<file path="src/rtl/rv32_mc_ctrl.sv">
// rv32_mc_ctrl: multi-cycle RV32I control FSM sequencing fetch, decode, execute, memory and write-back.
module rv32_mc_ctrl #(
  parameter int CNT_W     = 32,
  parameter bit STRICT_F7 = 1'b1
) (
  input  logic             clk,
  input  logic             rst_n,
  input  logic [6:0]       opcode,
  input  logic [2:0]       funct3,
  input  logic [6:0]       funct7,
  input  logic             alu_zf,
  output logic             PC_Write,
  output logic             PC0_Write,
  output logic             IR_Write,
  output logic             rs_Write,
  output logic             F_Write,
  output logic             rd_Write,
  output logic [3:0]       ALU_OP,
  output logic             alu_a_sel,
  output logic             alu_b_sel,
  output logic [1:0]       wdata_sel,
  output logic [1:0]       pc_sel,
  output logic             mem_rd,
  output logic             mem_wr,
  output logic             illegal,
  output logic [3:0]       state,
  output logic [CNT_W-1:0] retired
);
  typedef enum logic [3:0] {
    IDLE, FETCH, DECODE, EX_R, EX_I, WB_ALU, LUI, MEM_ADDR,
    MEM_RD, WB_MEM, MEM_WR, BRANCH, JAL, JALR_EX, JALR_WB, AUIPC
  } state_t;
  state_t state_q, state_d;
  logic [CNT_W-1:0] retired_q, retired_d;
  logic r_ok, done;
  assign r_ok = !STRICT_F7 || funct7 == 7'h00 ||
                (funct7 == 7'h20 && (funct3 == 3'b000 || funct3 == 3'b101));
  // Terminal states always return to FETCH, so leaving one retires an instruction.
  assign done = state_q inside {WB_ALU, LUI, WB_MEM, MEM_WR, BRANCH, JAL, JALR_WB};
  assign retired_d = done ? retired_q + 1'b1 : retired_q;
  assign state = state_q;
  assign retired = retired_q;
  always_ff @(posedge clk or negedge rst_n) begin
    if (!rst_n) begin
      state_q   <= IDLE;
      retired_q <= '0;
    end else begin
      state_q   <= state_d;
      retired_q <= retired_d;
    end
  end
  always_comb begin
    state_d   = state_q;
    PC_Write  = 1'b0;
    PC0_Write = 1'b0;
    IR_Write  = 1'b0;
    rs_Write  = 1'b0;
    F_Write   = 1'b0;
    rd_Write  = 1'b0;
    ALU_OP    = 4'b0000;
    alu_a_sel = 1'b0;
    alu_b_sel = 1'b0;
    wdata_sel = 2'b00;
    pc_sel    = 2'b00;
    mem_rd    = 1'b0;
    mem_wr    = 1'b0;
    illegal   = 1'b0;
    case (state_q)
      IDLE: state_d = FETCH;
      FETCH: begin
        IR_Write  = 1'b1;
        PC_Write  = 1'b1;
        PC0_Write = 1'b1;
        state_d   = DECODE;
      end
      DECODE: begin
        rs_Write = 1'b1;
        case (opcode)
          7'b0110011: state_d = r_ok ? EX_R : FETCH;
          7'b0010011: state_d = EX_I;
          7'b0110111: state_d = LUI;
          7'b0000011, 7'b0100011: state_d = MEM_ADDR;
          7'b1100011: state_d = BRANCH;
          7'b1101111: state_d = JAL;
          7'b1100111: state_d = JALR_EX;
          7'b0010111: state_d = AUIPC;
          default:    state_d = FETCH;
        endcase
        illegal = state_d == FETCH;
      end
      EX_R: begin
        ALU_OP  = {funct7[5], funct3};
        F_Write = 1'b1;
        state_d = WB_ALU;
      end
      EX_I: begin
        alu_b_sel = 1'b1;
        F_Write   = 1'b1;
        ALU_OP    = {funct3 == 3'b101 ? funct7[5] : 1'b0, funct3};
        state_d   = WB_ALU;
      end
      AUIPC: begin
        alu_a_sel = 1'b1;
        alu_b_sel = 1'b1;
        F_Write   = 1'b1;
        state_d   = WB_ALU;
      end
      WB_ALU: begin
        rd_Write = 1'b1;
        state_d  = FETCH;
      end
      LUI: begin
        rd_Write  = 1'b1;
        wdata_sel = 2'b01;
        state_d   = FETCH;
      end
      MEM_ADDR: begin
        alu_b_sel = 1'b1;
        F_Write   = 1'b1;
        state_d   = opcode == 7'b0000011 ? MEM_RD : MEM_WR;
      end
      MEM_RD: begin
        mem_rd  = 1'b1;
        state_d = WB_MEM;
      end
      WB_MEM: begin
        mem_rd    = 1'b1;
        rd_Write  = 1'b1;
        wdata_sel = 2'b11;
        state_d   = FETCH;
      end
      MEM_WR: begin
        mem_wr  = 1'b1;
        state_d = FETCH;
      end
      BRANCH: begin
        ALU_OP   = 4'b1000;
        pc_sel   = 2'b01;
        PC_Write = (funct3 == 3'b000 && alu_zf) || (funct3 == 3'b001 && !alu_zf);
        state_d  = FETCH;
      end
      JAL: begin
        rd_Write  = 1'b1;
        wdata_sel = 2'b10;
        PC_Write  = 1'b1;
        pc_sel    = 2'b01;
        state_d   = FETCH;
      end
      JALR_EX: begin
        alu_b_sel = 1'b1;
        F_Write   = 1'b1;
        state_d   = JALR_WB;
      end
      JALR_WB: begin
        rd_Write  = 1'b1;
        wdata_sel = 2'b10;
        PC_Write  = 1'b1;
        pc_sel    = 2'b10;
        state_d   = FETCH;
      end
    endcase
  end
endmodule
</file>
<file path="config.mk">
export PLATFORM = sky130hd
export DESIGN_NAME = rv32_mc_ctrl
export DESIGN_NICKNAME = d
export VERILOG_FILES = /design/src/rtl/rv32_mc_ctrl.sv
export SDC_FILE = /design/constraint.sdc
export NUM_CORES = 1
export LEC_CHECK = 0
export BUFFER_PORTS_ARGS = -buffer_cell sky130_fd_sc_hd__buf_4
export CAP_MARGIN = 20
export CORE_AREA = 2 2 74 76
export DETAILED_ROUTE_END_ITERATION = 16
export DIE_AREA = 0 0 76 78
export GPL_ROUTABILITY_DRIVEN = 0
export PLACE_DENSITY_LB_ADDON = 0.12
export SETUP_SLACK_MARGIN = 0.4
export SYNTH_ARGS = -nofsm -noshare
export SYNTH_HDL_FRONTEND = slang
export SYNTH_SLANG_ARGS = --single-unit
</file>
<file path="constraint.sdc">
create_clock -name clk -period 2.4 [get_ports clk]
set_input_delay 0.12 -clock clk [delete_from_list [all_inputs] [get_ports clk]]
set_output_delay 0.12 -clock clk [all_outputs]
set_load 0.01 [all_outputs]
</file>
* Yosys cells after proc, flatten, opt, wreduce, memory -nomap -nowiden
Cells that the tools add are included.
** Storage, ports and cells
- Register bits :: 36
- Latch bits :: 0
- Bits in writable memories :: 0
- ROM bits :: 0
- Output and inout port bits :: 55
- Memories :: 0
** Operators by class
- Add/sub/neg operators :: 1
- Multipliers :: 0
- Div/mod/pow operators :: 0
- Magnitude comparators :: 0
- Equal/unequal tests :: 28
- Shifts and indexed selects :: 0
- Mux-type cells :: 19
- Bitwise gates (word level) :: 0
- Reduce and logical (&&, ||, !) cells :: 21
** Operator list (count)
- adder 32 x 1 -> 32 bit, second input constant :: 1
- == test 4 bit, second input constant :: 8
- one-hot mux 4 bit (8 select lines) :: 1
- == test 7 x 6 -> 1 bit, second input constant :: 4
- one-hot mux 4 bit (7 select lines) :: 1
- == test 7 bit, second input constant :: 3
- == test 4 x 3 -> 1 bit, second input constant :: 4
- == test 7 x 5 -> 1 bit, second input constant :: 2
- one-hot mux 4 bit (3 select lines) :: 1
- 2-to-1 mux 1 bit :: 10
- OR reduction 5 bit :: 2
- == test 4 x 1 -> 1 bit, second input constant :: 2
- == test 4 x 2 -> 1 bit, second input constant :: 2
- OR reduction 2 bit :: 4
- OR reduction 8 bit :: 1
- == test 7 x 2 -> 1 bit, second input constant :: 1
- zero test 7 bit :: 1
- nonzero test 7 bit :: 1
- one-hot mux 2 bit (3 select lines) :: 1
- OR reduction 3 bit :: 2
- zero test 4 bit :: 1
- 2-to-1 mux 2 bit :: 2
- 2-to-1 mux 4 bit :: 1
- one-hot mux 2 bit (2 select lines) :: 1
- other kinds (8) :: 12

* Depth between registers and ports, before layout
- Word-level depth :: 9
- Depth in mapped cells :: 6
- Mapped depth without buffers :: 4

* Least setup slack after synthesis
Ideal clock, no wire load.
- Path kind :: reg2reg
- Start :: register state_q[3] (netlist: state[3])
- End :: register retired_q[27] (netlist: retired[27])
- Library setup time :: 0.127 ns
- Arrival time :: 1.703 ns
- Required time :: 2.273 ns
- Path slack :: 0.571 ns
- Cell stages (with the launch flop) :: 7
- Buffers on the path :: 2
- Clock period less this slack :: 1.829 ns
- Cell sequence :: dfrtp_1 buf_6 mux2_4 a2111oi_4 buf_6 nand4_2 xnor2_1
** On the way
- Cells in the longest elaborated chain, start to end :: 2
** RTL lines
- start: declaration :: line 33 : state_t state_q, state_d;
- start signal: assignment :: line 48 : state_q <= state_d;
- == test 4 x 3 -> 1 bit / == test 4 bit (equally long branches) :: line 39 : assign done = state_q inside {WB_ALU, LUI, WB_MEM, MEM_WR, BRANCH, JAL, JALR_WB};
- nonzero test 7 bit * :: line 39
- end signal: assignment :: line 49 : retired_q <= retired_d;
- end: declaration :: line 34 : logic [CNT_W-1:0] retired_q, retired_d;
Mark *: on every way between the ends. The rest lies on a longest branch, timed or not.
A chain may end at the register's enable or synchronous reset.

* Worst setup path after layout
- Start :: register state_q[1] (netlist: state[1])
- End :: output PC_Write
** On the way
- Cells in the longest elaborated chain, start to end :: 3
** RTL lines
- == test 4 bit / == test 4 x 1 -> 1 bit (equally long branches) :: line 68 : case (state_q)
- OR reduction 3 bit (no source line)
- one-hot mux 1 bit (2 select lines) * :: line 68
- end: declaration :: line 12 : output logic PC_Write,
Marks and branches as above.

==> flow_summary.yaml <==
critical_path:
  endpoint_kind: "primary output"
  critPathLaunchType: "flip-flop"
  crit_arrival_ps: 1760
  worstPathRequired_ps: 2280
  crit_fanout: 11
  timing.rr.end: "retired[23]$_DFFE_PN0P_"
  rr_startpoint: "state[2]$_DFF_PN0_"
  worstRegToRegCells: 5
  timing.reg2reg.setup_slack_ps: 540
  path_class: "flip-flop to primary output"
placed_design:
  place_area_um2: 2840
  detailed_place_hpwl_um: 3933
  io_buffer_count: 74
die:
  die_x_um: 76
  num_rows: 26
  start_util_pct: 44.76
  fp.dieArea_um2: 5928
  dieHeight_um: 78
  design.portCount: 75
  fp.coreArea_um2: 5042
power_and_ir_drop:
  p_clk_share_pct: 19.8
  vdd_drop_max_v: 0.0004398
  p_int_w: 0.001582
  power_frac_comb_pct: 47.4
  pwr-share-seq_pct: 32.9
  swShare_pct: 39.76
  power_switching_w: 0.001044
  p_leak_nw: 1.451
  power_density_nw_per_um2: 877.0
finish:
  final_nets: 331
  areaGrowthSynthToFinish_pct: 32.65
  fin_area_um2: 2994
  post-route-util_pct: 59.38
  final_common_cell: "buf_4"
  antenna_cells: 0
  drive_above_1_share_pct: 33.12
  layout_common_cells: "78 x buf_4, 32 x dfrtp_1, 21 x nand2_1, 19 x xnor2_1, 18 x xor2_1"
global_routing:
  grt.overflow.total: 0
  grt_pass1_vias: 1876
  antenna_found_initial: 0
  grt_max_degree: 37
  grt_use_total_pct: 18.74
  grt_pass1_wl_um: 9039
synthesis:
  synth_async_sr_flop_share_pct: 100.0
  synth_cell_types: 48
  yosys.area.top_type_share_pct: 39.91
  synth_area_leader_cell: "dfrtp_1"
  syn_area_um2: 2257
  synth_enable_flop_cells: 0
  synth.area.top_cells: "dfrtp_1 40%, xnor2_1 7.4%, xor2_1 7.0%"
  synth_fp_nets: 260
  yosysWarnings: 0
  synth_ff_type: "dfrtp_1"
  synth-seq-area-share_pct: 39.91
  synth_area_per_cell_um2: 9.444
  synthCells: 239
  ys_ff_latch: 36
timing:
  clock-skew-final_ps: 7.412
  rsz0062_at_grt: "no"
  max_freq_mhz: 532.7
  fin_crit_ps: 1877
  worstMarginPinSlew_ps: 515.9
  hold_viol: 0
  finalMaxSlewViolations: 0
  fin_crit_sh_pct: 78.22
  setup_viol: 0
  slew_headroom_pct: 65.40
  finalSetupTns_ps: 0
run_status:
  outcome: "finished clean"
min_path:
  hold_path_class: "input pin to flip-flop"
  hold_end: "state[0]$_DFF_PN0_"
  min_delay_path_depth: 3
  holdCritStartpoint: "opcode[6]"
cts:
  cts_tree: "yes"
  cts_setup_buffers: 0
  clock-root-buffer: "clkbuf_8"
  cts_buffer_depth: 2
  cts_sinks: 36
  numCtsBuffers: 5
  clkTransAtPathRegs_ps: 70
  htreeDepth: 2
  clk_latency_ps: 280
routing:
  routedWlPerCell_um: 13.98
  vias: 2021
  drt_iter0_drc: 112
  drc_errors: 0
  via_per_inst: 5.304
  first_pass_iters: 4
  finalWirelength_um: 5325
  antenna_left: 0
run:
  maxCapViolations: 0
Yosys cell counts (2+ instances only):
library cell / instances
inv_1: 5
buf_6: 3
a211oi_1: 2
and3b_1: 2
nor3_1: 6
nand4_1: 9
nand3_1: 15
clkbuf_2: 2
o21ai_0: 6
nor2_1: 13
xnor2_1: 19
nand2b_1: 5
nor4_1: 8
buf_4: 2
nand3b_1: 3
a32oi_1: 2
nand2_1: 21
dfrtp_1: 36
clkbuf_1: 7
o22ai_1: 3
and3_1: 6
nor2b_1: 3
and2_1: 6
and4_1: 9
a21oi_1: 5
xor2_1: 18
nor4b_1: 2
flip-flops by register name (all words and copies together) (netlist names):
register / flops
retired: 32
state: 4
worst max path at each step:
stage / start / endpoint / depth (start not counted) / slack (ps)
global placement: state[0]$_DFF_PN0_ / retired[1]$_DFFE_PN0P_ / 4 / 450
floorplan: state[3]$_DFF_PN0_ / retired[27]$_DFFE_PN0P_ / 6 / 570
global route: state[1]$_DFF_PN0_ / PC_Write / 6 / 400
CTS: state[2]$_DFF_PN0_ / retired[26]$_DFFE_PN0P_ / 4 / 360
finish: state[1]$_DFF_PN0_ / PC_Write / 6 / 520
detailed placement: state[0]$_DFF_PN0_ / retired[1]$_DFFE_PN0P_ / 4 / 410
layer usage:
metal  vias up  wire length [um]  global-route usage (%)
met3         6               228                   4.302
met2        51              2472                   29.82
met5         -                 0                       0
met1       960              2554                   25.71
met4         0                70                   5.455
li1       1004                 -                       -
power by group through the flow:
| stage | clock, W | sequential (W) | combinational [W] |
|---|---|---|---|
| floorplan | 0 | 0.000800 | 0.000827 |
| global placement | 0 | 0.000851 | 0.00120 |
| detailed placement | 0 | 0.000861 | 0.00121 |
| CTS | 0.000534 | 0.000851 | 0.00124 |
| global route | 0.000560 | 0.000885 | 0.00136 |
| finish | 0.000519 | 0.000863 | 0.00124 |
worst max-delay path: stages (launching register included):
cell	delay, ps
dfrtp_2	490
buf_4	200
or2_2	340
o41ai_1	80
nand3_1	130
o21ai_0	90
buf_4	140
cell type report:
type                    instances  area [um2]
clock buffers                   6       72.57
clock inverters                 2       35.03
fillers                       451        2048
inverters                       5       18.77
multi-input cells             183        1279
flip-flops and latches         36       905.9
well taps                      70       87.58
repair buffers                 79       595.6
through the flow:
stage,worst slack (ps),total power (W),hold WS [ps],std cells
final,522.8,0.002626,209.1,381
after global routing,396.2,0.002801,209.3,381
after CTS,364.1,0.002626,196.9,381
after detailed placement,405.9,0.002071,99.80,372
after global placement,448.5,0.002052,106.0,372
after floorplan,570.5,0.001627,-175.6,239
cells by family (layout without fill, tap and decap cells):
logic type | count (synthesis) | in the layout | share of synthesized area (%)
buf+inv | 20 | 92 | 4.822
simple gates | 115 | 115 | 29.60
flops | 36 | 36 | 39.91
mux | 3 | 3 | 1.607
fa+ha+maj | 1 | 1 | 0.5542
compound gates | 27 | 27 | 9.147
xor+xnor | 37 | 37 | 14.36
timing repair:
item	in CTS	in global routing
gates resized for setup	3	8
endpoints found under the setup margin	2	32
gates cloned	0	0
hold buffers	1	0
endpoints found under the hold margin	36	0
Power figures use the tool's default switching activity.
